==> src/rtl/spi_wb_pkg.sv <==
// Shared definitions for the Wishbone SPI master: register word addresses,
// CTRL/STATUS bit positions and the transfer FSM state encoding.
package spi_wb_pkg;

  localparam logic [1:0] ADDR_CTRL   = 2'd0;
  localparam logic [1:0] ADDR_STATUS = 2'd1;
  localparam logic [1:0] ADDR_TXDATA = 2'd2;
  localparam logic [1:0] ADDR_RXDATA = 2'd3;

  localparam int CTRL_CS      = 0;
  localparam int CTRL_CPOL    = 1;
  localparam int CTRL_CPHA    = 2;
  localparam int CTRL_IRQ_EN  = 3;
  localparam int CTRL_DIV_LSB = 8;

  localparam int STAT_BUSY = 0;
  localparam int STAT_DONE = 1;
  localparam int STAT_OVR  = 2;

  // One byte = 8 bits = 16 SCK edges.
  localparam logic [4:0] XFER_EDGES = 5'd16;

  typedef enum logic {
    ST_IDLE = 1'b0,
    ST_XFER = 1'b1
  } spi_state_e;

endpackage

==> src/rtl/spi_shift_engine.sv <==
// Single-byte SPI shift engine: clock divider, SCK edge counter, TX/RX
// shifters and SCK/MOSI generation for all four CPOL/CPHA modes.
// Ports:
//   clk_i, rst_ni       clock, async active-low reset
//   start_i             one-cycle request to begin a transfer (ignored when busy)
//   cpol_i, cpha_i      live mode bits; CPOL also sets the idle SCK level
//   clk_div_i           SCK half-period = clk_div_i+1 clk cycles
//   tx_i                byte to send, captured on start
//   miso_i              serial input
//   busy_o              transfer in progress
//   done_o              combinational strobe: the transfer ends on this edge
//   rx_o                last received byte
//   sck_o, mosi_o       registered SPI outputs
module spi_shift_engine
  import spi_wb_pkg::*;
(
  input  logic       clk_i,
  input  logic       rst_ni,
  input  logic       start_i,
  input  logic       cpol_i,
  input  logic       cpha_i,
  input  logic [7:0] clk_div_i,
  input  logic [7:0] tx_i,
  input  logic       miso_i,
  output logic       busy_o,
  output logic       done_o,
  output logic [7:0] rx_o,
  output logic       sck_o,
  output logic       mosi_o
);

  spi_state_e state_q, state_d;
  logic [7:0] div_q, div_d;
  logic [7:0] lim_q, lim_d;
  logic [4:0] cnt_q, cnt_d;
  logic [7:0] tx_q, tx_d;
  logic [7:0] rx_q, rx_d;
  logic [7:0] rxout_q, rxout_d;
  logic       sck_q, sck_d;
  logic       mosi_q, mosi_d;
  logic       cpol_q, cpol_d;
  logic       cpha_q, cpha_d;
  logic       fin_s;
  logic       leading_s;
  logic       sample_s;
  logic [7:0] rx_shift_s;

  // Next-state logic for the transfer FSM and its datapath
  always_comb begin
    state_d = state_q;
    div_d   = div_q;
    lim_d   = lim_q;
    cnt_d   = cnt_q;
    tx_d    = tx_q;
    rx_d    = rx_q;
    rxout_d = rxout_q;
    sck_d   = sck_q;
    mosi_d  = mosi_q;
    cpol_d  = cpol_q;
    cpha_d  = cpha_q;
    fin_s   = 1'b0;
    // The counter starts at 16, so an even count means an odd (leading) edge.
    leading_s  = ~cnt_q[0];
    // CPHA=0 samples on leading edges, CPHA=1 on trailing edges.
    sample_s   = cpha_q ^ leading_s;
    rx_shift_s = {rx_q[6:0], miso_i};
    case (state_q)
      ST_IDLE: begin
        sck_d = cpol_i;
        if (start_i) begin
          state_d = ST_XFER;
          cpol_d  = cpol_i;
          cpha_d  = cpha_i;
          lim_d   = clk_div_i;
          cnt_d   = XFER_EDGES;
          div_d   = 8'd0;
          tx_d    = tx_i;
          rx_d    = 8'd0;
          // CPHA=0 must present the MSB before the first (sampling) edge.
          if (cpha_i) begin
            mosi_d = mosi_q;
          end else begin
            mosi_d = tx_i[7];
          end
        end else begin
          state_d = ST_IDLE;
        end
      end
      ST_XFER: begin
        if (div_q == lim_q) begin
          div_d = 8'd0;
          sck_d = ~sck_q;
          cnt_d = cnt_q - 5'd1;
          if (sample_s) begin
            rx_d = rx_shift_s;
          end else if (cpha_q) begin
            mosi_d = tx_q[7];
            tx_d   = {tx_q[6:0], 1'b0};
          end else if (cnt_q != 5'd1) begin
            // CPHA=0 already showed bit 7 at start; the last trailing edge
            // has no bit left, so MOSI keeps bit 0.
            mosi_d = tx_q[6];
            tx_d   = {tx_q[6:0], 1'b0};
          end else begin
            mosi_d = mosi_q;
          end
          if (cnt_q == 5'd1) begin
            state_d = ST_IDLE;
            fin_s   = 1'b1;
            sck_d   = cpol_q;
            rxout_d = sample_s ? rx_shift_s : rx_q;
          end else begin
            state_d = ST_XFER;
          end
        end else begin
          div_d = div_q + 8'd1;
        end
      end
      default: begin
        state_d = ST_IDLE;
      end
    endcase
  end

  // State and datapath registers
  always_ff @(posedge clk_i or negedge rst_ni) begin
    if (!rst_ni) begin
      state_q <= ST_IDLE;
      div_q   <= 8'd0;
      lim_q   <= 8'd0;
      cnt_q   <= 5'd0;
      tx_q    <= 8'd0;
      rx_q    <= 8'd0;
      rxout_q <= 8'd0;
      sck_q   <= 1'b0;
      mosi_q  <= 1'b0;
      cpol_q  <= 1'b0;
      cpha_q  <= 1'b0;
    end else begin
      state_q <= state_d;
      div_q   <= div_d;
      lim_q   <= lim_d;
      cnt_q   <= cnt_d;
      tx_q    <= tx_d;
      rx_q    <= rx_d;
      rxout_q <= rxout_d;
      sck_q   <= sck_d;
      mosi_q  <= mosi_d;
      cpol_q  <= cpol_d;
      cpha_q  <= cpha_d;
    end
  end

  assign busy_o = (state_q == ST_XFER);
  assign done_o = fin_s;
  assign rx_o   = rxout_q;
  assign sck_o  = sck_q;
  assign mosi_o = mosi_q;

endmodule

==> src/rtl/wb_spi_master.sv <==
// Wishbone-pipelined slave exposing a 4-word register map (CTRL, STATUS,
// TXDATA, RXDATA) that drives a single-byte SPI master.
// Ports:
//   clk_i, rst_i          clock, async active-low reset (release synchronised)
//   wb_*                  Wishbone slave; one registered ack per cyc&stb
//   spi_sck_o/mosi_o/cs_n_o, spi_miso_i   SPI pins
//   irq_o                 registered done & irq_en
module wb_spi_master
  import spi_wb_pkg::*;
#(
  parameter int AW = 2,
  parameter int DW = 32
) (
  input  logic            clk_i,
  input  logic            rst_i,
  input  logic            wb_cyc_i,
  input  logic            wb_stb_i,
  input  logic            wb_we_i,
  input  logic [AW-1:0]   wb_addr_i,
  input  logic [DW-1:0]   wb_data_i,
  input  logic [DW/8-1:0] wb_sel_i,
  output logic            wb_stall_o,
  output logic            wb_ack_o,
  output logic [DW-1:0]   wb_data_o,
  output logic            spi_sck_o,
  output logic            spi_mosi_o,
  input  logic            spi_miso_i,
  output logic            spi_cs_n_o,
  output logic            irq_o
);

  logic [1:0]    rst_sync_q;
  logic          rst_n_s;
  logic [3:0]    ctrl_lo_q, ctrl_lo_d;
  logic [7:0]    clk_div_q, clk_div_d;
  logic          done_q, done_d;
  logic          ovr_q, ovr_d;
  logic [7:0]    tx_last_q, tx_last_d;
  logic          ack_q;
  logic [DW-1:0] rdata_q, rdata_s;
  logic          irq_q;
  logic          req_s, wr_s, rd_s;
  logic [1:0]    addr_s;
  logic          start_s, busy_s, eng_done_s;
  logic [7:0]    rx_s;
  logic          unused_s;

  assign req_s  = wb_cyc_i & wb_stb_i;
  assign wr_s   = req_s & wb_we_i;
  assign rd_s   = req_s & ~wb_we_i;
  assign addr_s = wb_addr_i[1:0];
  assign unused_s = ^{wb_addr_i, wb_data_i, wb_sel_i};

  // Reset assertion is immediate; release is synchronised to clk_i
  always_ff @(posedge clk_i or negedge rst_i) begin
    if (!rst_i) begin
      rst_sync_q <= 2'b00;
    end else begin
      rst_sync_q <= {rst_sync_q[0], 1'b1};
    end
  end
  assign rst_n_s = rst_sync_q[1];

  // Read mux and register-file next state
  always_comb begin
    ctrl_lo_d = ctrl_lo_q;
    clk_div_d = clk_div_q;
    done_d    = done_q;
    ovr_d     = ovr_q;
    tx_last_d = tx_last_q;
    start_s   = 1'b0;
    rdata_s   = {DW{1'b0}};
    case (addr_s)
      ADDR_CTRL: begin
        rdata_s[3:0]  = ctrl_lo_q;
        rdata_s[15:8] = clk_div_q;
      end
      ADDR_STATUS: begin
        rdata_s[STAT_BUSY] = busy_s;
        rdata_s[STAT_DONE] = done_q;
        rdata_s[STAT_OVR]  = ovr_q;
      end
      ADDR_TXDATA: rdata_s[7:0] = tx_last_q;
      ADDR_RXDATA: rdata_s[7:0] = rx_s;
      default:     rdata_s = {DW{1'b0}};
    endcase

    if (wr_s && addr_s == ADDR_CTRL) begin
      if (wb_sel_i[0]) begin
        ctrl_lo_d = wb_data_i[3:0];
      end else begin
        ctrl_lo_d = ctrl_lo_q;
      end
      if (wb_sel_i[1]) begin
        clk_div_d = wb_data_i[CTRL_DIV_LSB +: 8];
      end else begin
        clk_div_d = clk_div_q;
      end
    end else begin
      ctrl_lo_d = ctrl_lo_q;
    end

    // busy_s is still high in the cycle the engine finishes, so a write
    // landing there counts as an overrun.
    if (wr_s && addr_s == ADDR_TXDATA && wb_sel_i[0]) begin
      if (busy_s) begin
        ovr_d = 1'b1;
      end else begin
        start_s   = 1'b1;
        tx_last_d = wb_data_i[7:0];
      end
    end else if (wr_s && addr_s == ADDR_STATUS && wb_sel_i[0] && wb_data_i[STAT_OVR]) begin
      ovr_d = 1'b0;
    end else begin
      ovr_d = ovr_q;
    end

    // Hardware set beats any clear in the same cycle.
    if (eng_done_s) begin
      done_d = 1'b1;
    end else if ((wr_s && addr_s == ADDR_STATUS && wb_sel_i[0] && wb_data_i[STAT_DONE]) ||
                 (rd_s && addr_s == ADDR_RXDATA)) begin
      done_d = 1'b0;
    end else begin
      done_d = done_q;
    end
  end

  // Register file, Wishbone response and interrupt registers
  always_ff @(posedge clk_i or negedge rst_n_s) begin
    if (!rst_n_s) begin
      ctrl_lo_q <= 4'd0;
      clk_div_q <= 8'd0;
      done_q    <= 1'b0;
      ovr_q     <= 1'b0;
      tx_last_q <= 8'd0;
      ack_q     <= 1'b0;
      rdata_q   <= {DW{1'b0}};
      irq_q     <= 1'b0;
    end else begin
      ctrl_lo_q <= ctrl_lo_d;
      clk_div_q <= clk_div_d;
      done_q    <= done_d;
      ovr_q     <= ovr_d;
      tx_last_q <= tx_last_d;
      ack_q     <= req_s;
      rdata_q   <= rd_s ? rdata_s : {DW{1'b0}};
      irq_q     <= done_q & ctrl_lo_q[CTRL_IRQ_EN];
    end
  end

  spi_shift_engine u_engine (
    .clk_i     (clk_i),
    .rst_ni    (rst_n_s),
    .start_i   (start_s),
    .cpol_i    (ctrl_lo_q[CTRL_CPOL]),
    .cpha_i    (ctrl_lo_q[CTRL_CPHA]),
    .clk_div_i (clk_div_q),
    .tx_i      (wb_data_i[7:0]),
    .miso_i    (spi_miso_i),
    .busy_o    (busy_s),
    .done_o    (eng_done_s),
    .rx_o      (rx_s),
    .sck_o     (spi_sck_o),
    .mosi_o    (spi_mosi_o)
  );

  assign wb_stall_o = 1'b0;
  assign wb_ack_o   = ack_q;
  assign wb_data_o  = rdata_q;
  assign spi_cs_n_o = ~ctrl_lo_q[CTRL_CS];
  assign irq_o      = irq_q;

endmodule
==> config.mk <==
export PLATFORM = sky130hd
export DESIGN_NAME = wb_spi_master
export DESIGN_NICKNAME = d
export VERILOG_FILES = /design/src/rtl/spi_wb_pkg.sv /design/src/rtl/spi_shift_engine.sv /design/src/rtl/wb_spi_master.sv
export SDC_FILE = /design/constraint.sdc
export NUM_CORES = 1
export LEC_CHECK = 0
export ABC_CLOCK_PERIOD_IN_PS = 6000
export BUFFER_PORTS_ARGS = -buffer_cell sky130_fd_sc_hd__buf_2
export CAP_MARGIN = 20
export CORE_ASPECT_RATIO = 1.4
export CORE_MARGIN = 2
export CORE_UTILIZATION = 55
export CTS_CLUSTER_SIZE = 30
export DETAILED_ROUTE_END_ITERATION = 10
export PLACE_DENSITY_LB_ADDON = 0.12
export SYNTH_ARGS = -nofsm -noshare
export SYNTH_HDL_FRONTEND = slang
export SYNTH_SLANG_ARGS = --single-unit
==> constraint.sdc <==
create_clock -name clk_i -period 6 [get_ports clk_i]
set_input_delay 0.3 -clock clk_i [delete_from_list [all_inputs] [get_ports clk_i]]
set_output_delay 0.3 -clock clk_i [all_outputs]
set_load 0.005 [all_outputs]
==> results of run 1 <==
-- worst max-delay path: stages (launching register included) --
cell	delay, ns
dfrtp_1	0.99
nor3b_1	0.52
nand3_2	0.31
a32oi_4	0.42
mux2_2	0.39
-- through the flow --
step / power, mW / area [um2] / util (%)
after floorplan: 1.23 / 4280 / -
after global placement: 1.33 / 4450 / 60.1
after detailed placement: 1.35 / 4490 / 60.6
after CTS: 1.79 / 4710 / 63.6
after global routing: 1.90 / 4710 / 63.6
final: 1.77 / 4710 / 63.6
-- metal layers --
layer	wire [um]	global-route usage, %	vias to the layer above
met1	3420	26.0	1467
met3	303	5.20	13
li1	-	-	1399
met5	0	0	-
met2	4280	37.6	62
met4	134	8.65	0
-- logic make-up after synthesis --
logic type                 count (synthesis)  share of synthesized area (%)
AOI/OAI and AO/OA                         40                           6.17
xor gates and xnor gates                  11                           2.29
adders and majority gates                  3                          0.890
buffers and inverters                     42                           5.58
DFF                                       92                           54.6
muxes                                     43                           11.9
other                                      2                          0.178
and+or+nand+nor                          164                           18.4
-- how the worst min path moves through the flow --
stage	cells after the start	to	slack (ns)
floorplan	0	rst_sync_q[0]	0.004
global placement	1	rst_sync_q[0]	0.08
detailed placement	1	rst_sync_q[0]	0.09
CTS	3	tx_last_q[4]	0.13
global route	2	clk_div_q[2]	0.14
finish	3	tx_last_q[4]	0.13
-- cell usage in the layout, fill, tap and decap left out, types with 3 or more instances in the layout --
cell and count:
conb_1 18, clkbuf_8 11, mux2_2 24, a31oi_1 3
nand4_1 5, nand2_1 92, xor2_1 8, and3_1 4
nor2b_1 4, a21oi_1 5, nand3_1 17, nor2_1 13
mux4_2 3, and2_1 10, xnor2_1 3, buf_2 46
dfrtp_1 91, o21ai_0 21, or3_1 4, mux2i_1 14
ha_1 3, nor3b_1 3, buf_4 3, inv_1 8
-- final cells by class --
type,count,area (um2),share of cell area (%)
clock buffer,11,151,3.22
clock inverter,5,60.1,1.28
inverter,9,33.8,0.718
multi-input combinational,279,1750,37.1
sequential,92,2310,49.0
tap,97,121,2.58
timing repair buffer,51,290,6.17
-- power breakdown --
group / internal [mW] / total, mW / leakage (nW) / switching (mW)
Combinational: 0.222 / 0.463 / 1.07 / 0.240
Clock: 0.216 / 0.435 / 0.106 / 0.220
Sequential: 0.749 / 0.873 / 1.20 / 0.124
Total: 1.19 / 1.77 / 2.38 / 0.583
-- state kept, by name (all words and copies together), names as in the netlist --
register / cells
irq_o: 1
done_q: 1
u_engine.cpol_q: 1
ovr_q: 1
u_engine.rx_o: 8
tx_last_q: 8
rst_sync_q: 2
wb_data_o: 16
u_engine.cpha_q: 1
u_engine.busy_o: 1
u_engine.cnt_q: 5
wb_ack_o: 1
u_engine.mosi_o: 1
ctrl_lo_q: 4
u_engine.sck_o: 1
clk_div_q: 8
u_engine.rx_q: 8
u_engine.div_q: 8
u_engine.lim_q: 8
u_engine.tx_q: 8
-- cells in the mapped netlist (all sizes together) (3+ instances only) --
library cell	n
xor2	8
or3	4
and2	10
nor2	13
nand2	92
a31oi	3
nand4	5
buf	23
mux4	3
a21oi	5
clkbuf	10
inv	9
and3	4
ha	3
dfrtp	92
nor3b	3
mux2i	14
mux2	26
nand3	18
o21ai	21
nor2b	4
xnor2	3
-- timing repair --
| action | CTS | global route |
|---|---|---|
| hold buffers | 1 | 0 |
| endpoints found under the hold margin | 2 | 0 |
| buffers inserted | 0 | 0 |
==> metrics.csv, run 1 <==
metric;value;unit
cts_root_buffer;clkbuf_8;
worstPathRequired;6.26;ns
die_w;78;um
clkTransAtPathRegs;0.09;ns
synthTopCellsByArea;dfrtp_1 (55%), nand2_1 (8.2%), mux2_2 (6.4%);
max-vdd-ir-drop;0.000227;V
ios;82;
reg2reg_depth;4;
yosysUniqueCellTypes;50;
final.setup.worst_slack;3.25;ns
wire_per_inst;15.0;um
ant_nets;0;
relSlewSlack;35.7;%
r2r-start;u_engine.busy_o;
die_y;108;um
cp-end-kind;register;
diodes;0;
grt_max_degree;57;
status;finished, final reports clean;
fillCellCount;626;
clock_skew;0.0117;ns
critPathLaunchType;register;
fmax;0.363;GHz
grt_pass1_vias;2905;
fin_crit;2.75;ns
grt_first_pass_wirelength;13.8;mm
die_area;0.00839;mm2
fin_crit_sh;45.9;%
hold_violations;0;
antenna_found_initial;0;
place_ws;3.31;ns
vias;2941;
ys_seq_area_share;54.6;%
synth_top_cell_area_share;54.6;%
async_flop_share;100;%
final_cells;544;
track_usage;21.7;%
syn_area_per_cell;10.6;um2
hold_class;in -> reg;
cts_tree;yes;
cts.repair.resized;0;
ys_ff_latch;92;
synth_ff_type;dfrtp_1;
numPortBuffers;46;
drtIter0Drc;155;
synth_edf_count;0;
start_util;56.9;%
htree_levels;3;
area_growth;11.7;%
grt_setup_unrepaired;false;
num_rows;37;
fin_nets;489;
drive_above_1_share;23.0;%
path_max_fanout;26;
gp_congestion;0.781;
drt-pass1-iter-count;4;
clock_latency;0.38;ns
r2r-end;u_engine.tx_q[1];
pwr_density_cell;376;mW/mm2
critical_path_class;reg -> reg;
maxCapViolCount;0;
hold_ws;0.135;ns
p_leak;2.38;nW
dp_hpwl;5.69;mm
crit_start;u_engine.busy_o;
syn_inst;397;
drcViolationCount;0;
grt_overflow;0;
r2r_setup_slack;3.25;ns
routed_wl;8.13;mm
hp-start;wb_data_i[4];
clock_path_buffers;2;
tns;0;ns
arrival;3.02;ns
max_slew.worst_pin.slew;0.965;ns
endpoint;u_engine.tx_q[1];
via_per_inst;5.41;
drv_slew;0;
syn_area;0.00422;mm2
coreArea;0.00741;mm2
clock_sink_count;92;
numCtsBuffers;9;
finalSetupViolCount;0;
dp.cells;527;
ys_warn_count;0;
yosys.area.top_type;dfrtp_1;
Power figures use the tool's default switching activity.
==> run 2, diff against run 1 <==
--- a/config.mk
+++ b/config.mk
@@ -5,7 +5,7 @@
 export SDC_FILE = /design/constraint.sdc
 export NUM_CORES = 1
 export LEC_CHECK = 0
-export ABC_CLOCK_PERIOD_IN_PS = 6000
+export ABC_CLOCK_PERIOD_IN_PS = 2640
 export BUFFER_PORTS_ARGS = -buffer_cell sky130_fd_sc_hd__buf_2
 export CAP_MARGIN = 20
 export CORE_ASPECT_RATIO = 1.4
==> constraint.sdc (replaced) <==
create_clock -name clk_i -period 2.64 [get_ports clk_i]
set_input_delay 0.132 -clock clk_i [delete_from_list [all_inputs] [get_ports clk_i]]
set_output_delay 0.132 -clock clk_i [all_outputs]
set_load 0.005 [all_outputs]
==> metrics.csv, run 2 (same netlist as run 1, synthesis figures left out) <==
metric;value;unit;change
p_leak;2.46;nW;+3.5%
relSlewSlack;53.4;%;+18 points
fin_crit_sh;80.1;%;+34 points
slowest_stage;dfrtp_1;;
ios;82;;unchanged
clock_skew;0.00545;ns;-0.00628 ns
numPortBuffers;46;;unchanged
drcViolationCount;0;;unchanged
num_rows;37;;unchanged
largest_reg_flops;16;;unchanged
status;finished, final reports clean;;
track_usage;23.1;%;+1.4 points
crit_chain;xor2_1 > nor3b_1 > nand3_2 > a32oi_4 > mux2_2;;
fillCellCount;599;;-4.3%
r2r-end;u_engine.tx_q[1];;
clock_latency;0.36;ns;-0.02 ns
final_util;65.8;%;+2.2 points
numCtsBuffers;9;;unchanged
max-vdd-ir-drop;0.000617;V;+170%
hold_violations;0;;unchanged
busiest_layer;met2;;
grt_use_met3;5.29;%;+0.084 points
pwr_density_cell;830;mW/mm2;+120%
grt_setup_unrepaired;false;;
final.setup.worst_slack;0.526;ns;-2.72 ns
worstPathRequired;2.89;ns;-3.37 ns
cts_setup_buffers;0;;unchanged
worstHoldPathCells;3;;unchanged
vias;3006;;+2.2%
slowest_delay;0.46;ns;-0.53 ns
critical_path_class;reg -> reg;;
cts_root_buffer;clkbuf_8;;
start_util;56.9;%;unchanged
fin_nets;511;;+4.5%
endpoint;u_engine.tx_q[1];;
crit_start;u_engine.div_q[2];;
clkTransAtPathRegs;0.08;ns;about the same
drt-pass1-iter-count;4;;unchanged
drive_above_1_share;23.2;%;+0.20 points
place_ws;0.529;ns;-2.78 ns
antenna_found_initial;0;;unchanged
clock_sink_count;92;;unchanged
final_common_cell;nand2_1;;
htree_levels;3;;unchanged
r2r_setup_slack;0.53;ns;-2.72 ns
seqCellArea;0.00231;mm2;unchanged
die_area;0.00839;mm2;unchanged
dp_hpwl;6.02;mm;+5.8%
finalSetupViolCount;0;;unchanged
critPathLaunchType;register;;
gr-usage-met1;27.4;%;+1.4 points
diodes;0;;unchanged
wire_per_inst;15.3;um;+2.2%
hold_class;in -> reg;;
place_area;0.00453;mm2;+0.89%
grt_max_degree;52;;-8.8%
drv_slew;0;;unchanged
maxCapViolCount;0;;unchanged
design_area;0.00487;mm2;+3.5%
multiInputGateArea;0.00175;mm2;unchanged
power;4.04;mW;+130%
die_w;78;um;unchanged
die_y;108;um;unchanged
fin_crit;2.11;ns;-0.639 ns
arrival;2.36;ns;-0.66 ns
grt_pass1_vias;3075;;+5.9%
grt_first_pass_wirelength;14.6;mm;+5.9%
max_slew.worst_pin.slew;0.700;ns;-0.265 ns
cts_tree;yes;;
r2r-start;u_engine.div_q[2];;
coreArea;0.00741;mm2;unchanged
cp-end-kind;register;;
ant_nets;0;;unchanged
routed_wl;8.65;mm;+6.4%
fmax;0.473;GHz;+30%
tns;0;ns;unchanged
gp_congestion;0.818;;+4.8%
path_max_fanout;8;;-69%
use_met2;40.4;%;+2.8 points
drtIter0Drc;122;;-21%
clock_path_buffers;2;;unchanged
reg2reg_depth;5;;+1
area_growth;15.5;%;
grt_overflow;0;;unchanged
via_per_inst;5.31;;-1.8%
layout_common_cells;nand2_1 (92), dfrtp_1 (91), buf_2 (46), mux2_2 (24), o21ai_0 (21);;
## run 2: changes by cell type in the layout (fill, tap and decap cells not counted), sizes merged
cell	delta
dlygate4sd3	+14
buf	+8
clkbuf	+1
clkinvlp	-1
## run 2: worst min-delay path by stage
stage,start,endpoint
finish,wb_data_i[7],tx_last_q[7]
global route,wb_data_i[7],tx_last_q[7]
CTS,wb_data_i[7],tx_last_q[7]
detailed placement,rst_i,rst_sync_q[0]
global placement,rst_i,rst_sync_q[0]
floorplan,rst_i,rst_sync_q[0]
## run 2: timing repair
action / in CTS / in global routing
endpoints found under the hold margin: 17 / 0
resized for setup: 0 / 0
hold buffers: 15 / 0
## run 2: power breakdown
group	switching, mW	internal, mW
registers	0.255	1.70
logic	0.603	0.541
clock network	0.477	0.463
total	1.34	2.71
## run 2: critical path: cells and delay by family (launching register included)
family | cells | cell delay, ns
AOI/OAI and AO/OA | 1 | 0.36
xor gates and xnor gates | 1 | 0.21
DFF | 1 | 0.46
muxes | 1 | 0.39
and+or+nand+nor | 2 | 0.58
## run 2: layout make-up
class / count / share of cell area [%]
well taps: 97 / 2.49
clock inverters: 4 / 1.00
clock buffers: 12 / 2.98
multi-input cells: 279 / 35.8
repair buffers: 73 / 9.66
flip-flops and latches: 92 / 47.3
inverters: 9 / 0.694
## run 2: per-stage QoR
step | hold WS (ns) | std cells
final | 0.0179 | 566
after global routing | 0.00506 | 566
after CTS | 0.00166 | 566
after detailed placement | -0.0823 | 535
after global placement | -0.0837 | 535
after floorplan | -0.164 | 413
## run 2: routing by layer
| layer | vias up | share of wire (%) | wire (um) |
|---|---|---|---|
| met5 | - | 0 | 0 |
| met4 | 0 | 2.1 | 185 |
| met3 | 14 | 3.0 | 260 |
| met2 | 54 | 54 | 4710 |
| met1 | 1495 | 40 | 3500 |
| li1 | 1443 | - | - |
==> run 3, diff against run 2 <==
--- a/config.mk
+++ b/config.mk
@@ -5,12 +5,12 @@
 export SDC_FILE = /design/constraint.sdc
 export NUM_CORES = 1
 export LEC_CHECK = 0
-export ABC_CLOCK_PERIOD_IN_PS = 2640
+export ABC_CLOCK_PERIOD_IN_PS = 1800
 export BUFFER_PORTS_ARGS = -buffer_cell sky130_fd_sc_hd__buf_2
 export CAP_MARGIN = 20
 export CORE_ASPECT_RATIO = 1.4
 export CORE_MARGIN = 2
-export CORE_UTILIZATION = 55
+export CORE_UTILIZATION = 50
 export CTS_CLUSTER_SIZE = 30
 export DETAILED_ROUTE_END_ITERATION = 10
 export PLACE_DENSITY_LB_ADDON = 0.12
==> constraint.sdc (replaced) <==
create_clock -name clk_i -period 1.8 [get_ports clk_i]
set_input_delay 0.09 -clock clk_i [delete_from_list [all_inputs] [get_ports clk_i]]
set_output_delay 0.09 -clock clk_i [all_outputs]
set_load 0.005 [all_outputs]
==> metrics.csv, run 3 (same netlist as run 1, synthesis figures left out) <==
metric;value;unit;change
status;complete, but fails checks;;
violations;setup timing;;
clock_latency;0.34;ns;-0.02 ns
die_y;113;um;+4.7%
path_max_fanout;7;;-1
drv_slew;0;;unchanged
fillCellCount;660;;+10%
slowest_stage;or4_4;;
layout_common_cells;nand2_1 (91), dfrtp_1 (91), buf_2 (46), buf_4 (32), mux2_2 (19);;
dp_hpwl;6.21;mm;+3.2%
final_cells;596;;+5.3%
drive_above_1_share;28.9;%;+5.7 points
finalSetupViolCount;9;;+9
pwr_density_cell;1310;mW/mm2;+58%
max_slew.worst_pin.slew;0.559;ns;-0.141 ns
critPathLaunchType;register;;
clkTransAtPathRegs;0.06;ns;-0.02 ns
hold_class;in -> reg;;
r2r_setup_slack;-0.05;ns;-0.57 ns
fmax;0.541;GHz;+14%
fin_nets;537;;+5.1%
busiest_layer;met2;;
htree_levels;3;;unchanged
routed_wl;9.13;mm;+5.5%
design_area;0.00529;mm2;+8.6%
start_util;51.4;%;-5.5 points
gp_congestion;0.868;;+6.0%
gr-usage-met1;27.6;%;+0.20 points
wire_per_inst;15.3;um;+0.21%
die_area;0.00919;mm2;+9.5%
die_w;81.6;um;+4.6%
ios;82;;unchanged
cts_root_buffer;clkbuf_16;;
cp-end-kind;register;;
ant_nets;0;;unchanged
arrival;2.08;ns;-0.28 ns
grt_first_pass_wirelength;15.3;mm;+4.1%
relSlewSlack;62.8;%;+9.4 points
fin_crit_sh;103;%;+23 points
clock_sink_count;92;;unchanged
use_met2;36.4;%;-4.0 points
final.setup.worst_slack;-0.0472;ns;-0.573 ns
grt_max_degree;91;;+75%
grt_use_met3;5.06;%;-0.22 points
fin_crit;1.85;ns;-0.267 ns
track_usage;22.0;%;-1.1 points
diodes;0;;unchanged
area_growth;25.4;%;
drtIter0Drc;198;;+62%
worstPathRequired;2.03;ns;-0.86 ns
tns;-0.337;ns;-0.337 ns
clock_path_buffers;2;;unchanged
place_area;0.00475;mm2;+4.9%
clock_skew;0.00601;ns;+0.000562 ns
critical_path_class;reg -> reg;;
max-vdd-ir-drop;0.000793;V;+29%
antenna_found_initial;0;;unchanged
coreArea;0.00820;mm2;+11%
dp.cells;563;;+5.2%
largest_reg_flops;16;;unchanged
multiInputGateArea;0.00184;mm2;+5.3%
vias;3098;;+3.1%
p_leak;2.67;nW;+8.6%
num_rows;39;;+5.4%
grt_setup_unrepaired;true;;
grt_overflow;0;;unchanged
grt_pass1_vias;3147;;+2.3%
drcViolationCount;0;;unchanged
cts_tree;yes;;
crit_chain;or4_4 > a32oi_4 > buf_12 > mux2_4;;
maxCapViolCount;0;;unchanged
drt-pass1-iter-count;4;;unchanged
numCtsBuffers;9;;unchanged
numPortBuffers;46;;unchanged
hold_violations;0;;unchanged
via_per_inst;5.20;;-2.1%
slowest_delay;0.60;ns;+0.14 ns
seqCellArea;0.00231;mm2;unchanged
## run 3: critical path: cells and delay by family, from the launching register on
family	cells	cell delay, ns
AOI/OAI and AO/OA	1	0.25
buffers and inverters	1	0.16
DFF	1	0.42
muxes	1	0.30
and+or+nand+nor	1	0.60
## run 3: layout make-up
class	count	share of cell area, %
clock buffers	11	4.59
flip-flops and latches	92	43.6
clock inverters	4	0.497
repair buffers	99	13.5
inverters	9	0.639
multi-input cells	279	34.8
well taps	102	2.41
## run 3: path summary, 6_finish.rpt
kind / from / endpoint / depth (start not counted)
setup / recovery: u_engine.busy_o / u_engine.tx_q[6] / 4
hold / removal: wb_data_i[2] / tx_last_q[2] / 3
setup reg to reg: u_engine.busy_o / u_engine.tx_q[6] / 4
hold reg to reg: rst_sync_q[1] / u_engine.sck_o / 1
max in group asynchronous: rst_sync_q[1] / wb_data_o[5] / 1
min in group asynchronous: rst_i / rst_sync_q[1] / 2
## run 3: through the flow
stage | hold slack, ns | total power, mW | worst slack, ns | utilization, %
2_1_floorplan | -0.206 | 4.14 | -0.0963 | -
3_3_place_gp | -0.125 | 4.83 | -0.0890 | 57.9
3_5_place_dp | -0.122 | 4.91 | -0.118 | 57.9
4_1_cts | 0.00912 | 6.85 | -0.0658 | 63.8
5_1_grt | 0.0170 | 7.37 | -0.122 | 64.5
6_report | 0.0142 | 6.94 | -0.0472 | 64.5
## run 3: report_power, final
part           switching, mW  total [mW]  internal, mW
Sequential             0.322        2.83          2.50
Clock                  0.760        1.72         0.963
Combinational           1.14        2.39          1.25
## run 3: routing by layer
metal	vias to the layer above	wire [um]
met5	-	0
met2	66	4690
met3	17	371
met1	1513	3840
met4	0	222
li1	1502	-
## run 3: timing repair
item	CTS	global route
buffers inserted	2	1
gates resized for setup	9	12
setup endpoints to repair	15	33
pin swaps	3	3
hold buffers	15	0
gates cloned	0	0
endpoints found under the hold margin	16	0
